## config.mk

```make
export PLATFORM = sky130hd
export DESIGN_NAME = dec3to8_seq
export DESIGN_NICKNAME = d
export VERILOG_FILES = /design/src/rtl/dec3to8_seq_pkg.sv /design/src/rtl/dec3to8_seq_sync_fifo.sv /design/src/rtl/dec3to8_seq.sv
export SDC_FILE = /design/constraint.sdc
export NUM_CORES = 1
export LEC_CHECK = 0
export BUFFER_PORTS_ARGS = -buffer_cell sky130_fd_sc_hd__buf_2
export CAP_MARGIN = 20
export CORE_MARGIN = 2
export CORE_UTILIZATION = 62
export CTS_CLUSTER_SIZE = 40
export DETAILED_ROUTE_END_ITERATION = 16
export PLACE_DENSITY_LB_ADDON = 0.2
export SLEW_MARGIN = 5
export SYNTH_ARGS = -nofsm -noshare
export SYNTH_HDL_FRONTEND = slang
export SYNTH_SLANG_ARGS = --single-unit
```

## constraint.sdc

```tcl
create_clock -name clk -period 6.3 [get_ports clk]
set_clock_uncertainty 0.1 [all_clocks]
set_input_delay 1.26 -clock clk [delete_from_list [all_inputs] [get_ports clk]]
set_output_delay 1.26 -clock clk [all_outputs]
set_load 0.1 [all_outputs]
```

## src/rtl/dec3to8_seq_pkg.sv

```systemverilog
`default_nettype none
// +----------------------------------------------------------------------------+
// | Module : dec3to8_seq_pkg                                                   |
// | Brief  : Shared FSM encoding and one-hot decode for the 3-to-8 sequencer.  |
// | Rev    : 1.0 - initial release                                             |
// +----------------------------------------------------------------------------+
package dec3to8_seq_pkg;

   localparam int c_code_w = 3;
   localparam int c_led_w  = 8;

   typedef enum logic [0:0] {
      IDLE = 1'b0,
      SHOW = 1'b1
   } state_t;

   function automatic logic [c_led_w-1:0] decode_onehot(input logic [c_code_w-1:0] code);
      return 8'b0000_0001 << code;
   endfunction

endpackage
`default_nettype wire

```

## src/rtl/dec3to8_seq_sync_fifo.sv

```systemverilog
`default_nettype none
// +----------------------------------------------------------------------------+
// | Module : sync_fifo                                                         |
// | Brief  : Single-clock FIFO; flags come from registered occupancy only.     |
// | Rev    : 1.0 - initial release                                             |
// +----------------------------------------------------------------------------+
module sync_fifo #(
   parameter int WIDTH = 3,
   parameter int DEPTH = 4
) (
   input  logic             clk,
   input  logic             rst_n,
   input  logic             push,
   input  logic             pop,
   input  logic [WIDTH-1:0] din,
   output logic [WIDTH-1:0] dout,
   output logic             full,
   output logic             empty
);

   localparam int                c_ptr_w    = $clog2(DEPTH);
   localparam logic [c_ptr_w-1:0] c_ptr_one  = c_ptr_w'(1);
   localparam logic [c_ptr_w:0]   c_cnt_one  = (c_ptr_w+1)'(1);
   localparam logic [c_ptr_w:0]   c_full_cnt = (c_ptr_w+1)'(DEPTH);

   logic [WIDTH-1:0]   r_mem [DEPTH];
   logic [c_ptr_w-1:0] r_wr_ptr;
   logic [c_ptr_w-1:0] r_rd_ptr;
   logic [c_ptr_w:0]   r_count;
   logic               w_do_push;
   logic               w_do_pop;

   assign w_do_push = push && !full;
   assign w_do_pop  = pop && !empty;

   // Pointers wrap naturally because DEPTH is a power of two.
   always_ff @(posedge clk or negedge rst_n) begin
      if (!rst_n) begin
         r_wr_ptr <= '0;
         r_rd_ptr <= '0;
         r_count  <= '0;
      end else begin
         if (w_do_push) r_wr_ptr <= r_wr_ptr + c_ptr_one;
         if (w_do_pop)  r_rd_ptr <= r_rd_ptr + c_ptr_one;
         case ({w_do_push, w_do_pop})
            2'b10:   r_count <= r_count + c_cnt_one;
            2'b01:   r_count <= r_count - c_cnt_one;
            default: r_count <= r_count;
         endcase
      end
   end

   always_ff @(posedge clk) begin
      if (w_do_push) r_mem[r_wr_ptr] <= din;
   end

   assign dout  = r_mem[r_rd_ptr];
   assign full  = (r_count == c_full_cnt);
   assign empty = (r_count == '0);

endmodule
`default_nettype wire

```

## src/rtl/dec3to8_seq.sv

```systemverilog
`default_nettype none
// +----------------------------------------------------------------------------+
// | Module : dec3to8_seq                                                       |
// | Brief  : Queued 3-to-8 decoder showing each code for HOLD_CYCLES cycles.   |
// | Rev    : 1.0 - initial release                                             |
// +----------------------------------------------------------------------------+
module dec3to8_seq
   import dec3to8_seq_pkg::*;
#(
   parameter int HOLD_CYCLES = 4,
   parameter int FIFO_DEPTH  = 4
) (
   input  logic       clk,
   input  logic       rst_n,
   input  logic       in_valid,
   input  logic [2:0] in_code,
   output logic       in_ready,
   input  logic       enable,
   output logic [7:0] led_out,
   output logic [2:0] disp_code,
   output logic       no_input
);

   localparam logic [7:0] c_hold_load = 8'(HOLD_CYCLES - 1);

   state_t     r_state;
   state_t     w_state_nxt;
   logic [7:0] r_hold;
   logic [7:0] w_hold_nxt;
   logic [7:0] r_led;
   logic [7:0] w_led_nxt;
   logic [2:0] r_disp;
   logic [2:0] w_disp_nxt;
   logic       w_pop;
   logic       w_full;
   logic       w_empty;
   logic [2:0] w_head;

   sync_fifo #(
      .WIDTH (c_code_w),
      .DEPTH (FIFO_DEPTH)
   ) u_fifo (
      .clk   (clk),
      .rst_n (rst_n),
      .push  (in_valid),
      .pop   (w_pop),
      .din   (in_code),
      .dout  (w_head),
      .full  (w_full),
      .empty (w_empty)
   );

   always_ff @(posedge clk or negedge rst_n) begin
      if (!rst_n) begin
         r_state <= IDLE;
         r_hold  <= '0;
         r_led   <= '0;
         r_disp  <= '0;
      end else begin
         r_state <= w_state_nxt;
         r_hold  <= w_hold_nxt;
         r_led   <= w_led_nxt;
         r_disp  <= w_disp_nxt;
      end
   end

   // A pop loads the head into the display; SHOW reloads without a blank cycle.
   always_comb begin
      w_state_nxt = r_state;
      w_hold_nxt  = r_hold;
      w_led_nxt   = r_led;
      w_disp_nxt  = r_disp;
      w_pop       = 1'b0;
      if (enable) begin
         case (r_state)
            IDLE: begin
               if (!w_empty) w_pop = 1'b1;
            end
            SHOW: begin
               if (r_hold != 8'd0) begin
                  w_hold_nxt = r_hold - 8'd1;
               end else if (!w_empty) begin
                  w_pop = 1'b1;
               end else begin
                  w_state_nxt = IDLE;
                  w_led_nxt   = '0;
                  w_disp_nxt  = '0;
               end
            end
            default: w_state_nxt = IDLE;
         endcase
         if (w_pop) begin
            w_state_nxt = SHOW;
            w_hold_nxt  = c_hold_load;
            w_disp_nxt  = w_head;
            w_led_nxt   = decode_onehot(w_head);
         end
      end
   end

   assign led_out   = r_led;
   assign disp_code = r_disp;
   assign in_ready  = !w_full;
   assign no_input  = (r_state == IDLE) && w_empty;

endmodule
`default_nettype wire

```

* Yosys cells after proc, flatten, opt, wreduce, memory -nomap -nowiden *
Memory sizes are Yosys's and may differ from the RTL's.
Index checks and enable logic that the tools add are counted.

word-level totals
  register bits after elaboration = 27
  memory bits (writable) = 12
  logic and storage cells = 54
  memories kept = 1

operators by class
  add/subtract/negate cells = 5
  eq/ne operators = 4
  shift-type cells = 1
  muxes and demuxes = 22
  bitwise gates (word level) = 1
  reduce and logical (&&, ||, !) cells = 13

memory list
  memory        words  bits a word  rd ports  clocked after Yosys merged registers in  wr ports  RTL line                     RTL
  u_fifo.r_mem  4      3            1         0                                        1         dec3to8_seq_sync_fifo.sv:26  logic [WIDTH-1:0] r_mem [DEPTH];

operator list
  operator                                                               number
  8-bit 2-to-1 mux                                                       7
  3-bit 2-to-1 mux                                                       4
  1-bit 2-to-1 mux                                                       9
  2-bit nonzero test                                                     4
  8-bit nonzero test                                                     1
  1-bit by 3-bit << shifter with 8-bit output, first input constant      1
  8-bit by 1-bit subtractor with 8-bit output, second input constant     1
  3-bit case mux with 2 select lines                                     1
  2-bit by 1-bit adder with 2-bit output, second input constant          2
  4-bit AND reduction                                                    1
  3-bit by 1-bit adder with 3-bit output, second input constant          1
  3-bit equality test, second input constant                             1
  1-bit logical AND                                                      3
  3-bit zero test                                                        1
  3-bit AND reduction                                                    1
  3-bit by 1-bit subtractor with 3-bit output, second input constant     1
  2-bit by 1-bit equality test with 1-bit output, second input constant  1
  2-bit equality test, second input constant                             1
  1-bit zero test                                                        2
  2-bit by 1-bit != test with 1-bit output, second input constant        1
  1-bit case mux with 2 select lines                                     1
  1-bit NOT                                                              1

* Depth between registers and ports, before layout *
Gate-level depths: netlist of the first run.

  depth after elaboration = 9
  gate-level depth with buffers = 10

* Modules after synthesis *
From an unflattened synthesis of the first run, not the netlist that was laid out.

unflattened totals
  cells, all modules = 132
  area, all modules = 1841.8 µm²

modules (own cells, without submodules)
  module       times used  cells an instance  area an instance (µm²)  sequential area each (µm²)
  dec3to8_seq  1           78                 968.4                   500.5
  sync_fifo    1           54                 873.3                   535.5

* Least setup slack after synthesis of the first run *
Ideal clock, no wire load.

  path type = reg2reg
  start point = register u_fifo.r_count[0]
  end point = register u_fifo.r_count[2]
  library setup time = 0.079 ns
  arrival = 2.825 ns
  required time = 6.121 ns
  path slack = 3.296 ns
  stages on the path, launching flop included = 11
  path buffers = 0
  clock period less this slack = 3.004 ns
  cell sequence = dfrtp_1 -> inv_1 -> nand3_1 -> and2_1 -> inv_1 -> ha_1 -> inv_1 -> fa_1 -> xor2_1 -> nor2_1 -> xor2_1

on the way
  elaborated cells between the ends (all ways) = 17
  those cells by class = 2 x add/sub; 3 x eq/ne; 6 x mux; 6 x reduce/logical

RTL lines
  item                                                                                          RTL line                     RTL
  start: declaration                                                                            dec3to8_seq_sync_fifo.sv:29  logic [c_ptr_w:0] r_count;
  start signal: assignment                                                                      dec3to8_seq_sync_fifo.sv:46  2'b10: r_count <= r_count + c_cnt_one;
  start signal: assignment                                                                      dec3to8_seq_sync_fifo.sv:47  2'b01: r_count <= r_count - c_cnt_one;
  start signal: assignment                                                                      dec3to8_seq_sync_fifo.sv:48  default: r_count <= r_count;
  3-bit equality test (*)                                                                       dec3to8_seq_sync_fifo.sv:58  assign full = (r_count == c_full_cnt);
  1-bit zero test (*)                                                                           --
  via in_ready                                                                                  dec3to8_seq.sv:17            output logic in_ready,
  1-bit logical AND (*)                                                                         dec3to8_seq_sync_fifo.sv:33  assign w_do_push = push && !full;
  2-bit by 1-bit equality test with 1-bit output / 2-bit equality test (equally long branches)  dec3to8_seq_sync_fifo.sv:45  case ({w_do_push, w_do_pop})
  3-bit case mux with 2 select lines / 2-bit nonzero test (equally long branches)               --

The timed path passes the listed nets; every way through them passes the cells marked *. The select of a mux whose other input is x is not followed.
A chain may end at the register's enable or synchronous reset.

* Worst setup path after layout of the first run *
  start point = register u_fifo.r_count[0]
  end point = output port no_input

on the way
  cells in the longest elaborated chain, start to end = 2

ends and longest elaborated chain
  item               RTL line                     RTL
  3-bit zero test    dec3to8_seq_sync_fifo.sv:59  assign empty = (r_count == '0);
  1-bit logical AND  dec3to8_seq.sv:104           assign no_input = (r_state == IDLE) && w_empty;
  end: declaration   dec3to8_seq.sv:21            output logic no_input

No other way between the ends.

==> flow_summary.toml, run 1 <==
[layout]
post_layout_net_count = 181
diodes = 0
drive_gt1_frac = 0.222
final_area_sq_um = 2010
area.growth.synth_to_final_pct = 8.20

[synth]
synthesis.area_per_instance_sq_um = 12.9
dominant_synthesized_flop_cell = "sky130_fd_sc_hd__dfrtp_1"
asyncSetResetFlopFracSynth = 0.692
synth_xor_area_frac = 0.0282
yosysSeqAreaShare = 0.556
syn_inst = 144
synth-adder-area-share = 0.0578
synth-edff-count = 12
synth.mux.area_fraction = 0.0531
synth_compound_gate_area_share = 0.145
syn_area_sq_um = 1860
dominant_combinational_cell_family_by_area_after_synthesis = "compound AO/OA/AOI/OAI gates"
syn-num-nets = 159
number_of_storage_elements_in_the_synthesis_netlist = 39
synth_cell_type_count = 41
synth.yosys.warnings = 0
post_synth_and_or_nand_nor_area_fraction = 0.114

[timing]
finalHoldViolCount = 0
min_period_over_period = 0.524
fin_setup_tns_ps = 0
timing_worst_slew_pin_value_ps = 586
min_period_ps = 3300
timing.max_slew.rel_slack = 0.609
finalSetupViolations = 0
finalMaxSlewViolations = 0
rsz0062_at_grt = "no"
max_clock_freq_mhz = 303

[route]
mean_number_of_vias_per_cell = 5.91
final_antenna_net_count = 0
totalWireLength_um = 3190
met1Wirelength_um = 1410
detail_route.iter0.violations = 50
drt_first_pass_iters = 10
top_layer = "met4"
detailroute.wirelength.met3_um = 145
post_drt_wl_per_cell_um = 16.1
drc_violation_count_after_routing = 2
wl_met2_um = 1610
route.vias.total = 1170

[status]
run_status = "complete, but fails checks"
violations = "design-rule violations"

[critical_path]
worst_path_largest_cell_delay_ps = 460
critical_path.max_fanout = 5
slowest_cell_on_the_critical_path = "sky130_fd_sc_hd__or3_1"
setup.worst_path.end_class = "output pin"
worst_r2r_path_depth = 9
criticalPathCategory = "flip-flop to output pin"
timing.critical_path.from_type = "flip-flop"
worst_ep_required_time_ps = 4940
crit_path_cell_trace = "or3_1 -> nand2b_1 -> inv_1 -> buf_2"
cp.arrival_ps = 1940

[clock_network]
number_of_gates_given_a_new_drive_strength_after_cts = 0
cts-hold-fix-buffers = 0
path_clk_slew_ps = 110
insertion_delay_of_the_later_clocked_pin_in_the_worst_skew_pair_ps = 340
ctsRootBufferMaster = "sky130_fd_sc_hd__clkbuf_4"
cts_tree = "done"
clock_sink_count = 39
cts-htree-levels = 2
cts_post_setup_buffers_inserted = 0
number_of_buffers_on_the_longest_clock_path = 2
cts_buffers = 5

[global_route]
global_route.overflow_total = 0
gr-usage-all-layers = 0.217
pin_count_of_the_biggest_net_entering_global_routing = 28
grt_antenna_before_repair = 0
first_pass_grt_wire_length_um = 5500
grt_pass1_vias = 1227

[die]
core.rowCount = 19
die_w_um = 58.8
core_region_area_sq_um = 2810
dieHeight_um = 58.8
io-pin-count = 20
floorplan.initialDensity = 0.664
die_area_sq_um = 3460

[placed_design]
numPortBuffers = 19
place.gp.congestion = 0.787
post_dp_cell_area_sq_um = 1960
dp_hpwl_um = 2420

[run]
max-cap-violations = 0

[power_and_ir_drop]
leakagePower_uw = 0.000910
peakVddDrop_uv = 286
cellPowerDensity_nw_per_um2 = 462

[worst_hold_path]
hp-class = "flip-flop to flip-flop"
hold_depth = 1
-- report_power, final --
group	switching [uW]	internal, uW	leakage (uW)
clock	78.5	43.0	0.0000282
combinational	303	116	0.000447
sequential	58.2	333	0.000435
-- worst max-delay path, delay by kind of cell (launching register included) --
family                 cells  cell delay, ps
buffers and inverters      2             480
flip-flops                 1             420
AND/OR/NAND/NOR            2             700
-- layout make-up --
type                    count  area (sq um)
clock buffers               6          41.3
clock inverters             2          12.5
fillers                   214           791
inverters                  13          48.8
multi-input cells          88           742
flip-flops and latches     39          1040
well taps                  31          38.8
repair buffers             19          95.1
-- state kept, by name (all words and copies together), names as in the netlist --
| register | count |
|---|---|
| u_fifo.r_mem | 12 |
| led_out | 8 |
| r_hold | 8 |
| disp_code | 3 |
| u_fifo.r_count | 3 |
| u_fifo.r_rd_ptr | 2 |
| u_fifo.r_wr_ptr | 2 |
| r_state | 1 |
-- cells by family after synthesis --
family                     count (synthesis)
xor gates and xnor gates                   6
muxes                                      6
AOI/OAI and AO/OA                         32
DFF                                       39
and+or+nand+nor                           36
buffers and inverters                     17
adders and majority gates                  8
-- cell usage in the layout (no fill, tap or decap), drive strengths merged --
| cell | n |
|---|---|
| a21boi | 1 |
| a21oi | 1 |
| a22o | 5 |
| a311oi | 1 |
| a31o | 1 |
| a31oi | 3 |
| a32o | 4 |
| a32oi | 1 |
| a41oi | 1 |
| and2 | 2 |
| and3 | 5 |
| buf | 19 |
| clkbuf | 6 |
| clkinv | 1 |
| clkinvlp | 1 |
| dfrtp | 27 |
| edfxtp | 12 |
| fa | 1 |
| ha | 7 |
| inv | 13 |
| mux2 | 1 |
| mux2i | 2 |
| mux4 | 3 |
| nand2 | 8 |
| nand2b | 1 |
| nand3 | 5 |
| nor2 | 9 |
| nor3 | 3 |
| nor4 | 1 |
| o21ai | 5 |
| o21bai | 1 |
| o2bb2ai | 7 |
| o31a | 1 |
| or3 | 1 |
| or4 | 1 |
| xnor2 | 3 |
| xor2 | 3 |
-- synthesized netlist by cell type (4+ instances only) --
| library cell | number | area share |
|---|---|---|
| sky130_fd_sc_hd__a22o_1 | 5 | 0.024 |
| sky130_fd_sc_hd__a32o_1 | 4 | 0.022 |
| sky130_fd_sc_hd__and3_1 | 5 | 0.017 |
| sky130_fd_sc_hd__dfrtp_1 | 27 | 0.36 |
| sky130_fd_sc_hd__edfxtp_1 | 12 | 0.19 |
| sky130_fd_sc_hd__ha_1 | 7 | 0.047 |
| sky130_fd_sc_hd__inv_1 | 13 | 0.026 |
| sky130_fd_sc_hd__nand2_1 | 8 | 0.016 |
| sky130_fd_sc_hd__nand3_1 | 4 | 0.011 |
| sky130_fd_sc_hd__nor2_1 | 8 | 0.016 |
| sky130_fd_sc_hd__o21ai_0 | 4 | 0.011 |
| sky130_fd_sc_hd__o2bb2ai_1 | 7 | 0.033 |
-- per-layer routing --
| layer | global-route usage | up-vias |
|---|---|---|
| li1 | - | 578 |
| met5 | 0 | - |
| met3 | 0.0462 | 2 |
| met1 | 0.274 | 561 |
| met2 | 0.370 | 29 |
| met4 | 0.0779 | 0 |
-- worst paths after layout --
check / from / endpoint / slack [ps]
worst max-delay path: u_fifo.r_count[0] / no_input / 3000
worst min-delay path: led_out[7] / led_out[7] / 400
worst max register to register: r_hold[2] / u_fifo.r_count[2] / 3560
worst min register to register: led_out[7] / led_out[7] / 400
max in group asynchronous: rst_n / led_out[2] / 4910
min in group asynchronous: rst_n / r_hold[3] / 800
-- through the flow --
step	std cells	util	hold WS, ps	power, uW	setup slack (ps)
2_1_floorplan	144	-	356	738	3300
3_3_place_gp	190	0.699	371	794	3250
3_5_place_dp	190	0.699	370	816	3090
4_1_cts	198	0.718	401	939	2990
5_1_grt	198	0.718	412	985	2900
6_report	198	0.718	396	931	3000
(Power assumes the default switching activity.)
==> run 2, diff against run 1 <==
Settings changed: CORE_UTILIZATION 62 to 57.
Clock period 6.3 ns to 3.2 ns, I/O delays scaled along.
==> run 2 against run 1 <==
Compared with the run above:
- non-clock buffer count is the same
- utilization is 5.8 points lower
- worst setup slack got worse by 2500 ps
- cell count rose by 6.6%
- die area is 8.2% higher
- total power increased by 95%
- sequential share of layout area is 0.41 points lower
- register-to-register slack worse by 3100 ps
- flip-flop and latch count is the same
- clock power increased by 96%
- sequential power grew 97%
- the run now ends clean
- global-route usage is 2.8 points lower
==> flow_summary.toml, run 2 (same netlist as run 1, synthesis figures left out) <==
[status]
run_status = "complete, no violations"

[die]
floorplan.initialDensity = 0.605
die_w_um = 61.2
io-pin-count = 20
dieHeight_um = 61.2
die_area_sq_um = 3740
core.rowCount = 20
core_region_area_sq_um = 3080

[critical_path]
timing.critical_path.from_type = "flip-flop"
launch_instance_of_the_worst_register_to_register_path = "r_hold[2]"
regToRegEndpoint = "u_fifo.r_count[2]"
cp.arrival_ps = 2870
worst_r2r_path_depth = 9
reg2reg_slack_ps = 500
setup.worst_path.end_class = "flip-flop"
critical_path.max_fanout = 7
criticalPathCategory = "flip-flop to flip-flop"
worst_ep_required_time_ps = 3370

[clock_network]
cts_post_setup_buffers_inserted = 0
cts_tree = "done"
insertion_delay_of_the_later_clocked_pin_in_the_worst_skew_pair_ps = 330
cts-hold-fix-buffers = 0
number_of_gates_given_a_new_drive_strength_after_cts = 0
cts-htree-levels = 2
path_clk_slew_ps = 120
ctsRootBufferMaster = "sky130_fd_sc_hd__clkbuf_4"
clock_sink_count = 39
number_of_buffers_on_the_longest_clock_path = 2
cts_buffers = 5

[power_and_ir_drop]
share_of_total_power_in_sequential_cells = 0.423
peakVddDrop_uv = 436
total_switching_power_uw = 854
leakagePower_uw = 0.000910
power.switching_fraction = 0.469
post-layout-total-power_uw = 1820
clkPwrFrac = 0.131
power.internal_uw = 965
power.combinational.fraction = 0.446
cellPowerDensity_nw_per_um2 = 896

[global_route]
grt_antenna_before_repair = 0
pin_count_of_the_biggest_net_entering_global_routing = 28
first_pass_grt_wire_length_um = 5120
gr-usage-all-layers = 0.190
grt_pass1_vias = 1177
global_route.overflow_total = 0

[placed_design]
post_dp_cell_area_sq_um = 1980
dp_hpwl_um = 2310
numPortBuffers = 19
place.gp.congestion = 0.811

[layout]
largest_register_ff_count = 12
mostFrequentLayoutCell = "sky130_fd_sc_hd__dfrtp_1"
area.growth.synth_to_final_pct = 9.07
nFillCells = 252
post_layout_net_count = 181
layout.core_utilization = 0.660
drive_gt1_frac = 0.222
largest_register = "u_fifo.r_mem"
final_area_sq_um = 2030
mostFrequentLayoutCells = "27 x sky130_fd_sc_hd__dfrtp_1, 19 x sky130_fd_sc_hd__buf_2, 13 x sky130_fd_sc_hd__inv_1, 12 x sky130_fd_sc_hd__edfxtp_1"
diodes = 0

[route]
totalWireLength_um = 3090
post_drt_wl_per_cell_um = 14.6
detail_route.iter0.violations = 51
drt_first_pass_iters = 4
mean_number_of_vias_per_cell = 5.73
drc_violation_count_after_routing = 0
final_antenna_net_count = 0
route.vias.total = 1209

[timing]
finalHoldViolCount = 0
min_period_over_period = 0.845
min_period_ps = 2700
max_clock_freq_mhz = 370
finalSetupViolations = 0
finalMaxSlewViolations = 0
fin_setup_tns_ps = 0
timing_worst_slew_pin_value_ps = 582
rsz0062_at_grt = "no"
timing.max_slew.rel_slack = 0.612

[worst_hold_path]
hp-class = "input pin to asynchronous set/reset pin"

[run]
max-cap-violations = 0
## run 2: cell counts in the layout (fill, tap and decap cells not counted)
Identical to the previous run, type by type.
## run 2: how the worst max path moves through the flow
stage,start,to,depth (start not counted)
CTS,r_hold[2],u_fifo.r_count[2],9
global placement,r_hold[2],u_fifo.r_count[2],9
floorplan,u_fifo.r_count[0],u_fifo.r_count[2],10
global route,r_hold[2],u_fifo.r_count[2],9
detailed placement,r_hold[2],u_fifo.r_count[2],9
finish,r_hold[2],u_fifo.r_count[2],9
## run 2: cell type report
type	count	area [sq um]	area share
Timing Repair Buffer	19	95.1	0.0468
Inverter	13	48.8	0.0240
Tap cell	44	55.1	0.0271
Sequential cell	39	1040	0.510
Clock buffer	6	41.3	0.0203
Clock inverter	2	12.5	0.00616
Multi-Input combinational cell	88	742	0.365
## run 2: worst max-delay path, cell delays in order (launching register included)
cell                      delay [ps]
sky130_fd_sc_hd__dfrtp_1         490
sky130_fd_sc_hd__nor4_4          390
sky130_fd_sc_hd__a31oi_2         280
sky130_fd_sc_hd__nor2_4          270
sky130_fd_sc_hd__ha_1            220
sky130_fd_sc_hd__inv_1            60
sky130_fd_sc_hd__fa_1            380
sky130_fd_sc_hd__xor2_1          160
sky130_fd_sc_hd__nor2_1          120
sky130_fd_sc_hd__xor2_1          150
## run 2: power groups by stage
stage                     Clock, uW  Sequential [uW]  Combinational, uW
after detailed placement          0              779                812
after floorplan                   0             1030                425
after global routing            267              791                882
after CTS                       245              769                817
after global placement            0              770                797
final                           239              769                811
## run 2: stage by stage
stage | hold slack, ps | instances | setup slack (ps)
after floorplan | 244 | 144 | 196
after global placement | 372 | 203 | 656
after detailed placement | 377 | 203 | 521
after CTS | 192 | 211 | 504
after global routing | 203 | 211 | 314
final | 186 | 211 | 497
## run 2: per-layer routing
layer,vias up,share of wire,GRT usage
li1,575,-,-
met1,588,0.45,0.235
met2,42,0.49,0.312
met3,4,0.051,0.0588
met4,0,0.010,0.0714
met5,-,0,0
==> run 3, diff against run 2 <==
Settings changed: ABC_AREA set to 1, CORE_UTILIZATION 57 to 58.
Clock period 3.2 ns to 2.8 ns, I/O delays scaled along.
==> run 3 against run 2 <==
Compared with the run above:
- via count rose by 30%
- die area is 8.4% higher
- flip-flop and latch count unchanged
- wire length increased by 18%
- critical path depth up 3
- non-clock buffer count did not move
- critical path type unchanged
- first-iteration DRC count increased by 59%
- worst setup slack worse by 220 ps
==> flow_summary.toml, run 3 <==
[route]
totalWireLength_um = 3650
route.vias.total = 1576
drc_violation_count_after_routing = 0
mean_number_of_vias_per_cell = 5.00
detail_route.iter0.violations = 81
drt_first_pass_iters = 4
final_antenna_net_count = 0
post_drt_wl_per_cell_um = 11.6

[synth]
dominant_combinational_cell_family_by_area_after_synthesis = "simple AND/OR/NAND/NOR gates"
synth_area_leaders = "sky130_fd_sc_hd__dfrtp_1 33%, sky130_fd_sc_hd__edfxtp_1 17%, sky130_fd_sc_hd__nand2_1 17%, sky130_fd_sc_hd__nand3_1 5.6%, sky130_fd_sc_hd__inv_1 4.5%"
syn_inst = 246
yosys.area.top_type_share = 0.327
synth-edff-count = 12
synth_cell_type_count = 27
synth.yosys.warnings = 0
post_synth_and_or_nand_nor_area_fraction = 0.307
syn-num-nets = 261
synth-adder-area-share = 0.0521
synth_xor_area_frac = 0.0382
syn_area_sq_um = 2060
number_of_storage_elements_in_the_synthesis_netlist = 39
dominant_synthesized_flop_cell = "sky130_fd_sc_hd__dfrtp_1"
asyncSetResetFlopFracSynth = 0.692
netlist.top_cell.by_area = "sky130_fd_sc_hd__dfrtp_1"
synthesis.area_per_instance_sq_um = 8.39
yosysSeqAreaShare = 0.502
synth.top_cells.by_count = "94 x sky130_fd_sc_hd__nand2_1, 27 x sky130_fd_sc_hd__dfrtp_1, 25 x sky130_fd_sc_hd__inv_1"
synth_compound_gate_area_share = 0.0382
yosys.cell_count.top_type = "sky130_fd_sc_hd__nand2_1"
synth.mux.area_fraction = 0

[critical_path]
cp.arrival_ps = 2650
slowest_cell_on_the_critical_path = "sky130_fd_sc_hd__dfrtp_1"
regToRegEndpoint = "u_fifo.r_count[2]"
critical-path-top-cell-by-count = "sky130_fd_sc_hd__inv_1"
worst_path_largest_cell_delay_ps = 380
crit_path_cell_trace = "inv_1 -> ha_1 -> nand2_1 -> o21ai_2 -> nand3_1 -> inv_1 -> ha_1 -> inv_1 -> fa_1 -> a21oi_1 -> o21ai_0 -> xor2_1"
startpoint = "r_hold[1]"
critPathTopFamily = "adder cells"
reg2reg_slack_ps = 270
crit_buf_inv = 3
worst_ep_required_time_ps = 2930
worst_r2r_path_depth = 12
setup.worst_path.end_class = "flip-flop"
worstSetupPathDepth = 12
criticalPathCategory = "flip-flop to flip-flop"
critical_path.max_fanout = 5
launch_instance_of_the_worst_register_to_register_path = "r_hold[1]"
timing.critical_path.from_type = "flip-flop"
critPathCapture = "u_fifo.r_count[2]"

[clock_network]
number_of_gates_given_a_new_drive_strength_after_cts = 0
cts-htree-levels = 2
insertion_delay_of_the_later_clocked_pin_in_the_worst_skew_pair_ps = 350
path_clk_slew_ps = 130
cts_post_setup_buffers_inserted = 0
cts_buffers = 5
cts-hold-fix-buffers = 0
number_of_buffers_on_the_longest_clock_path = 2
ctsRootBufferMaster = "sky130_fd_sc_hd__clkbuf_4"
cts_tree = "done"
clock_sink_count = 39

[layout]
area.growth.synth_to_final_pct = 9.52
largest_register = "u_fifo.r_mem"
drive_gt1_frac = 0.145
post_layout_net_count = 283
nFillCells = 284
largest_register_ff_count = 12
mostFrequentLayoutCell = "sky130_fd_sc_hd__nand2_1"
diodes = 0
mostFrequentLayoutCells = "94 x sky130_fd_sc_hd__nand2_1, 27 x sky130_fd_sc_hd__dfrtp_1, 25 x sky130_fd_sc_hd__inv_1, 22 x sky130_fd_sc_hd__nand3_1"
area.sequential_sq_um = 1040
multi_input_area_sq_um = 903

[timing]
fin_setup_tns_ps = 0
timing_worst_slew_pin_value_ps = 594
finalSetupViolations = 0
finalHoldViolCount = 0
min_period_ps = 2530
timing.max_slew.rel_slack = 0.604
finalMaxSlewViolations = 0
min_period_over_period = 0.902
rsz0062_at_grt = "no"
max_clock_freq_mhz = 396

[global_route]
global_route.overflow_total = 0
first_pass_grt_wire_length_um = 6410
grt_pass1_vias = 1448
pin_count_of_the_biggest_net_entering_global_routing = 28
grt-busiest-layer = "met2"
met1_usage = 0.264
gr-usage-all-layers = 0.205
grt_use_met2 = 0.341
grt_antenna_before_repair = 0
met3_usage = 0.0536

[placed_design]
numPortBuffers = 19
dp_hpwl_um = 2710
place.gp.congestion = 0.835

[die]
io-pin-count = 20
core.rowCount = 21
die_area_sq_um = 4050
floorplan.initialDensity = 0.609
dieHeight_um = 63.7
core_region_area_sq_um = 3390
die_w_um = 63.7

[status]
run_status = "complete, no violations"

[worst_hold_path]
hp-class = "input pin to asynchronous set/reset pin"

[run]
max-cap-violations = 0
==> run 3: cell types whose count changed after synthesis, moves of 4 or more <==
cell                        before  now
sky130_fd_sc_hd__xor2_1          3    7
sky130_fd_sc_hd__o2bb2ai_1       7    0
sky130_fd_sc_hd__nor2_1          8   19
sky130_fd_sc_hd__a22o_1          5    0
sky130_fd_sc_hd__nand2_1         8   94
sky130_fd_sc_hd__and3_1          5    0
sky130_fd_sc_hd__inv_1          13   25
sky130_fd_sc_hd__a32o_1          4    0
sky130_fd_sc_hd__nand3_1         4   23
==> run 3: cells by family (layout without fill, tap and decap cells) <==
logic type / Yosys count / in the layout
xor+xnor: 9 / 9
fa+ha+maj: 8 / 8
flops: 39 / 39
simple gates: 147 / 147
compound gates: 12 / 12
buf+inv: 31 / 54
==> run 3: cell type report <==
class / instances / area share
Clock buffer: 6 / 0.0227
Clock inverter: 2 / 0.00719
Inverter: 27 / 0.0448
Multi-Input combinational cell: 176 / 0.400
Sequential cell: 39 / 0.458
Tap cell: 46 / 0.0255
Timing Repair Buffer: 19 / 0.0421
==> run 3: how the worst min path moves through the flow <==
stage / start / cells after the start / to / slack [ps]
6_report: rst_n / 1 / led_out[1] / 90
3_5_place_dp: disp_code[1] / 2 / disp_code[1] / 360
3_3_place_gp: disp_code[1] / 2 / disp_code[1] / 350
2_1_floorplan: rst_n / 0 / disp_code[0] / 160
5_1_grt: rst_n / 1 / led_out[0] / 110
4_1_cts: rst_n / 1 / led_out[2] / 100
==> run 3: metrics by stage <==
step / instance area (sq um) / hold WS [ps] / setup slack, ps / instances / util
2_1_floorplan: 2070 / 164 / 171 / 246 / -
3_3_place_gp: 2190 / 352 / 391 / 307 / 0.647
3_5_place_dp: 2190 / 358 / 313 / 307 / 0.647
4_1_cts: 2260 / 104 / 279 / 315 / 0.667
5_1_grt: 2260 / 112 / 89.1 / 315 / 0.667
6_report: 2260 / 88.9 / 273 / 315 / 0.667
==> run 3: layer usage <==
| layer | wire, um | share of wire |
|---|---|---|
| met5 | 0 | 0 |
| met4 | 44 | 0.012 |
| met3 | 137 | 0.037 |
| met2 | 1790 | 0.49 |
| met1 | 1680 | 0.46 |
Power of run 3 is left out: the tool's default activity adds up to more than one toggle a clock period on the data nets, which glitch-free logic cannot reach.
